**src/rtl/fetch_pkg.sv**
```systemverilog
// Shared types and constants for the IF/ID fetch/decode buffer.
// Holds the FSM state encoding and the packed packet format handed to decode.
package fetch_pkg;

    localparam int          PKT_PC_W     = 32;
    localparam int          IMM_FLAG_BIT = 10;
    localparam logic [15:0] NOP_WORD     = 16'h0000;

    typedef enum logic {
        S_OP  = 1'b0,
        S_IMM = 1'b1
    } state_t;

    typedef struct packed {
        logic [15:0]         instr;
        logic [15:0]         imm;
        logic [PKT_PC_W-1:0] pc;
        logic                has_imm;
        logic                valid;
    } pkt_t;

endpackage

```
**src/rtl/fetch_decode_buffer.sv**
```systemverilog
// IF/ID buffer: merges opcode+immediate word pairs into one packet, 1-cycle latency.
// Stall freezes all state (o_pc_hold = i_stall); FETCH_BUF_PERF_EN adds o_bubble_cnt.
module fetch_decode_buffer #(
    parameter int          PC_W         = 32,
    parameter int          IMM_FLAG_BIT = fetch_pkg::IMM_FLAG_BIT,
    parameter logic [15:0] NOP_WORD     = fetch_pkg::NOP_WORD
) (
    input  logic            i_clk,
    input  logic            i_reset,
    input  logic [15:0]     i_instr,
    input  logic [PC_W-1:0] i_pc,
    input  logic            i_valid,
    input  logic            i_stall,
    input  logic            i_flush,
    output logic [15:0]     o_instr,
    output logic [15:0]     o_imm,
    output logic [PC_W-1:0] o_pc,
    output logic            o_has_imm,
    output logic            o_valid,
`ifdef FETCH_BUF_PERF_EN
    output logic [31:0]     o_bubble_cnt,
`endif
    output logic            o_pc_hold
);

    import fetch_pkg::*;

    state_t          state_q, state_d;
    logic [15:0]     pend_instr_q, pend_instr_d;
    logic [PC_W-1:0] pend_pc_q, pend_pc_d;
    pkt_t            out_q, out_d;
    logic            hold;

    assign hold = i_stall && !i_flush;

    always_comb begin
        state_d      = state_q;
        pend_instr_d = pend_instr_q;
        pend_pc_d    = pend_pc_q;
        out_d        = out_q;

        // Default to a bubble; o_pc deliberately keeps its last value.
        if (!hold) begin
            out_d.instr   = NOP_WORD;
            out_d.imm     = 16'h0000;
            out_d.has_imm = 1'b0;
            out_d.valid   = 1'b0;
        end

        if (i_flush) begin
            state_d      = S_OP;
            pend_instr_d = 16'h0000;
            pend_pc_d    = '0;
        end else if (!i_stall && i_valid) begin
            unique case (state_q)
                S_OP: begin
                    if (i_instr[IMM_FLAG_BIT]) begin
                        pend_instr_d = i_instr;
                        pend_pc_d    = i_pc;
                        state_d      = S_IMM;
                    end else begin
                        out_d.instr = i_instr;
                        out_d.pc    = PKT_PC_W'(i_pc);
                        out_d.valid = 1'b1;
                    end
                end
                S_IMM: begin
                    out_d.instr   = pend_instr_q;
                    out_d.pc      = PKT_PC_W'(pend_pc_q);
                    out_d.imm     = i_instr;
                    out_d.has_imm = 1'b1;
                    out_d.valid   = 1'b1;
                    state_d       = S_OP;
                end
                default: state_d = S_OP;
            endcase
        end
    end

    always_ff @(posedge i_clk) begin
        if (!i_reset) begin
            state_q       <= S_OP;
            pend_instr_q  <= 16'h0000;
            pend_pc_q     <= '0;
            out_q.instr   <= NOP_WORD;
            out_q.imm     <= 16'h0000;
            out_q.pc      <= '0;
            out_q.has_imm <= 1'b0;
            out_q.valid   <= 1'b0;
        end else begin
            state_q      <= state_d;
            pend_instr_q <= pend_instr_d;
            pend_pc_q    <= pend_pc_d;
            out_q        <= out_d;
        end
    end

`ifdef FETCH_BUF_PERF_EN
    logic [31:0] bubble_cnt_q;

    always_ff @(posedge i_clk) begin
        if (!i_reset) begin
            bubble_cnt_q <= 32'd0;
        end else if (!hold && !out_d.valid) begin
            bubble_cnt_q <= bubble_cnt_q + 32'd1;
        end
    end

    assign o_bubble_cnt = bubble_cnt_q;
`endif

    assign o_instr   = out_q.instr;
    assign o_imm     = out_q.imm;
    assign o_pc      = out_q.pc[PC_W-1:0];
    assign o_has_imm = out_q.has_imm;
    assign o_valid   = out_q.valid;
    assign o_pc_hold = i_stall;

endmodule

```
**config.mk**
```make
export PLATFORM = sky130hd
export DESIGN_NAME = fetch_decode_buffer
export DESIGN_NICKNAME = d
export VERILOG_FILES = /design/src/rtl/fetch_pkg.sv /design/src/rtl/fetch_decode_buffer.sv
export SDC_FILE = /design/constraint.sdc
export NUM_CORES = 1
export LEC_CHECK = 0
export BUFFER_PORTS_ARGS = -buffer_cell sky130_fd_sc_hd__buf_4
export CORE_MARGIN = 3
export CORE_UTILIZATION = 50
export DETAILED_ROUTE_END_ITERATION = 10
export GPL_ROUTABILITY_DRIVEN = 0
export PLACE_DENSITY = 0.77
export SYNTH_ARGS = -nofsm -noshare
export SYNTH_HDL_FRONTEND = slang
export SYNTH_SLANG_ARGS = --single-unit
```
**constraint.sdc**
```tcl
create_clock -name i_clk -period 1.6 [get_ports i_clk]
set_input_delay 0.16 -clock i_clk [delete_from_list [all_inputs] [get_ports i_clk]]
set_output_delay 0.16 -clock i_clk [all_outputs]
set_load 0.03 [all_outputs]
```
# Yosys cells after proc, flatten, opt, wreduce, memory -nomap -nowiden
# Cells that the tools add are included.
# totals
register_bits	115
inputBits	53
out_inout_bits	67
# classes
n_mux	14
n_reduce_logical	7
bitwise_logic	3
eq_ne	1
# op_table
operator	n
two-way mux 66 bit	2
two-way mux 32 bit	2
case mux 32 bit (2 select lines)	1
two-way mux 16 bit	2
case mux 16 bit (2 select lines)	1
AND reduction 3 bit	2
case mux 1 bit (2 select lines)	2
two-way mux 1 bit	3
NOT 1 bit	3
logical AND 1 bit	2
zero test 1 bit	2
two-way mux 2 bit	1
inequality test 2 bit (second input constant)	1
OR reduction 2 bit	1

# Longest topological paths before layout
# logic_depth
depth_word	7
mapped_depth	7

# Least setup slack after synthesis
# No wires, ideal clock.
# synth_timing
kind	reg2reg
from	register state_q
to	register out_q (netlist bit o_instr[11])
path_stages_with_launch	6
synth_period_minus_slack_ps	1302
setup_time_ps	128
t_arrival_ps	1174
slack_ps	298
n_path_buf	2
cell_sequence	dfxtp_1 > buf_2 > buf_2 > mux2_2 > a32oi_1 > nor2_1
# synth_via
elab_chain_len	4
# synth_lines
item	line_no	rtl
start, declared	fetch_decode_buffer.sv:28	state_t state_q, state_d;
start signal, assigned	fetch_decode_buffer.sv:91	state_q <= state_d;
NOT 1 bit (no line)	-	
case mux 16 bit (2 select lines) *	fetch_decode_buffer.sv:55	unique case (state_q)
two-way mux 66 bit *	fetch_decode_buffer.sv:54	end else if (!i_stall && i_valid) begin
two-way mux 66 bit *	fetch_decode_buffer.sv:50	if (i_flush) begin
end signal, assigned	fetch_decode_buffer.sv:94	out_q <= out_d;
end, declared	fetch_decode_buffer.sv:31	pkt_t out_q, out_d;
# Every way passes the cells marked *; elsewhere a longest branch is shown, timed or not.
# A chain may end at the register's enable or synchronous reset.

# Worst setup path in the final report
# layout_timing
from	register state_q
to	register out_q (netlist bit o_imm[1])
# layout_via
elab_chain_len	3
# layout_lines
item	line_no
two-way mux 16 bit	fetch_decode_buffer.sv:55
two-way mux 66 bit	fetch_decode_buffer.sv:54
two-way mux 66 bit	fetch_decode_buffer.sv:50
# No other way between the ends.

==> qor.csv <==
stage,metric,value,unit
yosys,top cell type by total area after synthesis,dfxtp_1,
worst_setup_path,Worst Reg2Reg Path Length in Cells,3,
placement,DP Worst Slack,0.1847,ns
timing,Final Hold Fails,0,
cells_and_area,share of cells above drive strength 1,31.31,%
route,average wire per standard cell,15.96,um
route,via count,4280,
cells_and_area,fillcell total,576,
global_routing,first-pass GRT wire length,20200,um
cells_and_area,FF/Latch Area,2303,um2
timing,post-route minimum period,1.489,ns
worst_setup_path,R2R Path End,o_imm[1]$_SDFF_PN0_,
hold_path,HP Class,input port to flop,
timing,maximum clock rate,671.7,MHz
cts,worst-case clock buffer depth,2,
route,final WL,12790,um
worst_setup_path,startpoint types,flop,
floorplan,Core Area,8934,um2
hold_path,end of the worst hold path,o_valid$_SDFF_PN0_,
outcome,status,"finished, final reports clean",
power,clock share of power,52.8,%
global_routing,pin count of the biggest net entering global routing,66,
power,sw frac,22.23,%
global_routing,grt ovf,0,
floorplan,I/O Pins,120,
cells_and_area,"commonest non-fill, non-tap cells in the layout","nand2_1 (159), buf_4 (129), dfxtp_1 (114), a21oi_1 (48), dlygate4sd3_1 (48)",
global_routing,initial antenna violation count,0,
floorplan,area of the die,10640,um2
timing,Slew @ Worst Pin,0.7799,ns
timing,clk_skew,0.007249,ns
yosys,synthesized instance count,526,
timing,Setup-failing EPs final,0,
power,Max VDD drop,0.7609,mV
cts,cts repair resizes,0,
yosys,share of the synthesized area in the top cell type,48.79,%
power,NetSw,1709,uW
cells_and_area,"Net count, final",733,
yosys,post-synth cell types,21,
route,drt pass-1 iters,5,
timing,setup TNS,0,ns
floorplan,die height,103.1,um
power,logic gate share of total power,9.1,%
worst_setup_path,Worst EP required,2.04,ns
floorplan,Initial Util,52.82,%
placement,dpl cells,721,
timing,pins over their slew limit,0,
global_routing,GR Util All Layers,24.11,%
hold_path,Worst Hold Depth,5,
timing,Setup WS post-layout,0.1113,ns
yosys,register area share after synthesis,48.79,%
cells_and_area,area growth from synthesis to layout,44.07,%
global_routing,vias in the first global route,4244,
cells_and_area,multi-input logic area,2171,um2
job,max cap viols,0,
power,part of the power in registers,38.1,%
worst_setup_path,reg2reg setup slack,0.11,ns
worst_setup_path,Worst Path Arrival,1.93,ns
cells_and_area,"most common cell after layout, fill and taps aside",nand2_1,
placement,Placed Instance Area,5678,um2
yosys,synth top area cells,"dfxtp_1 (49%), nand2_1 (13%), mux2_2 (11%), mux2i_1 (6.8%), a21oi_1 (5.1%)",
power,Cell Pwr Density,1131,nW/um2
power,leak pwr,0.002884,uW
worst_setup_path,critical path class,flop to flop,
cts,clock latency on the worst-skew pair,0.51,ns
yosys,net count after synthesis,579,
cts,total CTS buffers,17,
power,Int Power,5980,uW
cts,clock-pin transition on the worst setup and hold timing paths,0.06,ns
worst_setup_path,r2r startpoint,state_q$_SDFFE_PP0P_,
yosys,syn_area_per_cell,8.970,um2
yosys,mapped cell area,4718,um2
route,Vias/cell,5.343,
cells_and_area,Antenna diodes,0,
route,Routed Antenna Nets,0,
worst_setup_path,Crit Path Max Fanout,18,
route,DR iter-0 viols,215,
worst_setup_path,crit end category,flop,
floorplan,Die X,103.1,um
cts,TritonCTS Sinks,115,
floorplan,# rows,34,
cts,H-tree levels,4,
cells_and_area,post-route cell area,6798,um2
timing,RSZ-0062 raised after global routing,false,
route,# DRC,0,
timing,post-route clock period utilization,93.04,%
yosys,YS warnings,0,
timing,Rel. slew slack,48.01,%
cells_and_area,Layout Cells excl Fill,801,
placement,dpl hpwl,7573,um
placement,# port buffers,119,
hold_path,min-delay src,i_flush,
cts,Clock Tree Root,clkbuf_8,
yosys,#FFs+latches synth,115,
cts,CTS tree,done,
[worst max-delay path: stages (launching register included)]
cell and delay (ns):
dfxtp_2 0.39, and3b_1 0.69, a22oi_1 0.18, nor2_1 0.15
[power by group through the flow]
stage	clock, uW	combinational [uW]	sequential [uW]
after floorplan	0	306	3040
after global placement	0	580	2990
after detailed placement	0	590	2990
after CTS	4090	691	2930
after global routing	4220	750	2940
final	4060	696	2930
[repair_timing]
action,4_1_cts,5_1_grt
endpoints found under the hold margin,63,0
setup endpoints to repair,0,0
buffers inserted,0,0
hold buffers,48,0
[registers in the layout, indices dropped and copies added, names as in the netlist]
register	count
o_imm	16
pend_instr_q	16
pend_pc_q	32
state_q	1
o_pc	32
o_valid	1
o_has_imm	1
o_instr	16
[routing by layer]
metal,wire length [um],track usage (%),up-vias
li1,-,-,2080
met1,5460,28.96,2064
met2,6411,40.65,114
met3,695,7.781,22
met4,219,8.267,0
met5,0,0,-
[through the flow]
| step | power, uW | util (%) | hold WS, ns |
|---|---|---|---|
| 2_1_floorplan | 3341 | - | 0.2960 |
| 6_report | 7689 | 76.09 | 0.1587 |
| 4_1_cts | 7712 | 76.09 | 0.1447 |
| 3_3_place_gp | 3570 | 63.56 | 0.4128 |
| 3_5_place_dp | 3583 | 63.56 | 0.4185 |
| 5_1_grt | 7905 | 76.09 | 0.1817 |
[Yosys cell counts]
master,instances
buf_1,2
mux2_2,47
a22oi_1,17
nand2_1,159
nand3b_1,1
dfxtp_1,115
nor2b_1,2
a211oi_1,1
and4bb_1,1
a21boi_1,1
nor2_1,36
clkbuf_1,18
nand4bb_1,1
mux2i_1,32
a21oi_1,48
nand2b_1,2
buf_2,15
buf_4,8
a32oi_1,15
and3b_1,1
buf_6,4
[area by class of cell]
class                   instances  share of cell area [%]
clock buffers                  19                   6.350
multi-input cells             364                   31.93
well taps                     108                   1.988
flip-flops and latches        115                   33.89
repair buffers                182                   22.79
clock inverters                13                   3.055
[cell families (layout without fill, tap and decap cells)]
logic type             count (synthesis)  after routing  share of synthesized area [%]
AND/OR/NAND/NOR                      203            203                          16.89
flip-flops                           115            115                          48.79
AO/OA/AOI/OAI                         82             82                          10.90
multiplexers                          79             79                          18.01
buffers and inverters                 47            214                          5.410
[how the worst max path moves through the flow]
stage | end | startpoint | depth (start not counted)
3_3_place_gp | o_imm[4]$_SDFF_PN0_ | state_q$_SDFFE_PP0P_ | 3
6_report | o_imm[1]$_SDFF_PN0_ | state_q$_SDFFE_PP0P_ | 3
3_5_place_dp | o_imm[4]$_SDFF_PN0_ | state_q$_SDFFE_PP0P_ | 3
4_1_cts | o_imm[4]$_SDFF_PN0_ | state_q$_SDFFE_PP0P_ | 3
5_1_grt | o_imm[1]$_SDFF_PN0_ | state_q$_SDFFE_PP0P_ | 3
2_1_floorplan | o_instr[11]$_SDFF_PN0_ | state_q$_SDFFE_PP0P_ | 5
No activity file was read; power rests on OpenSTA's default activity.
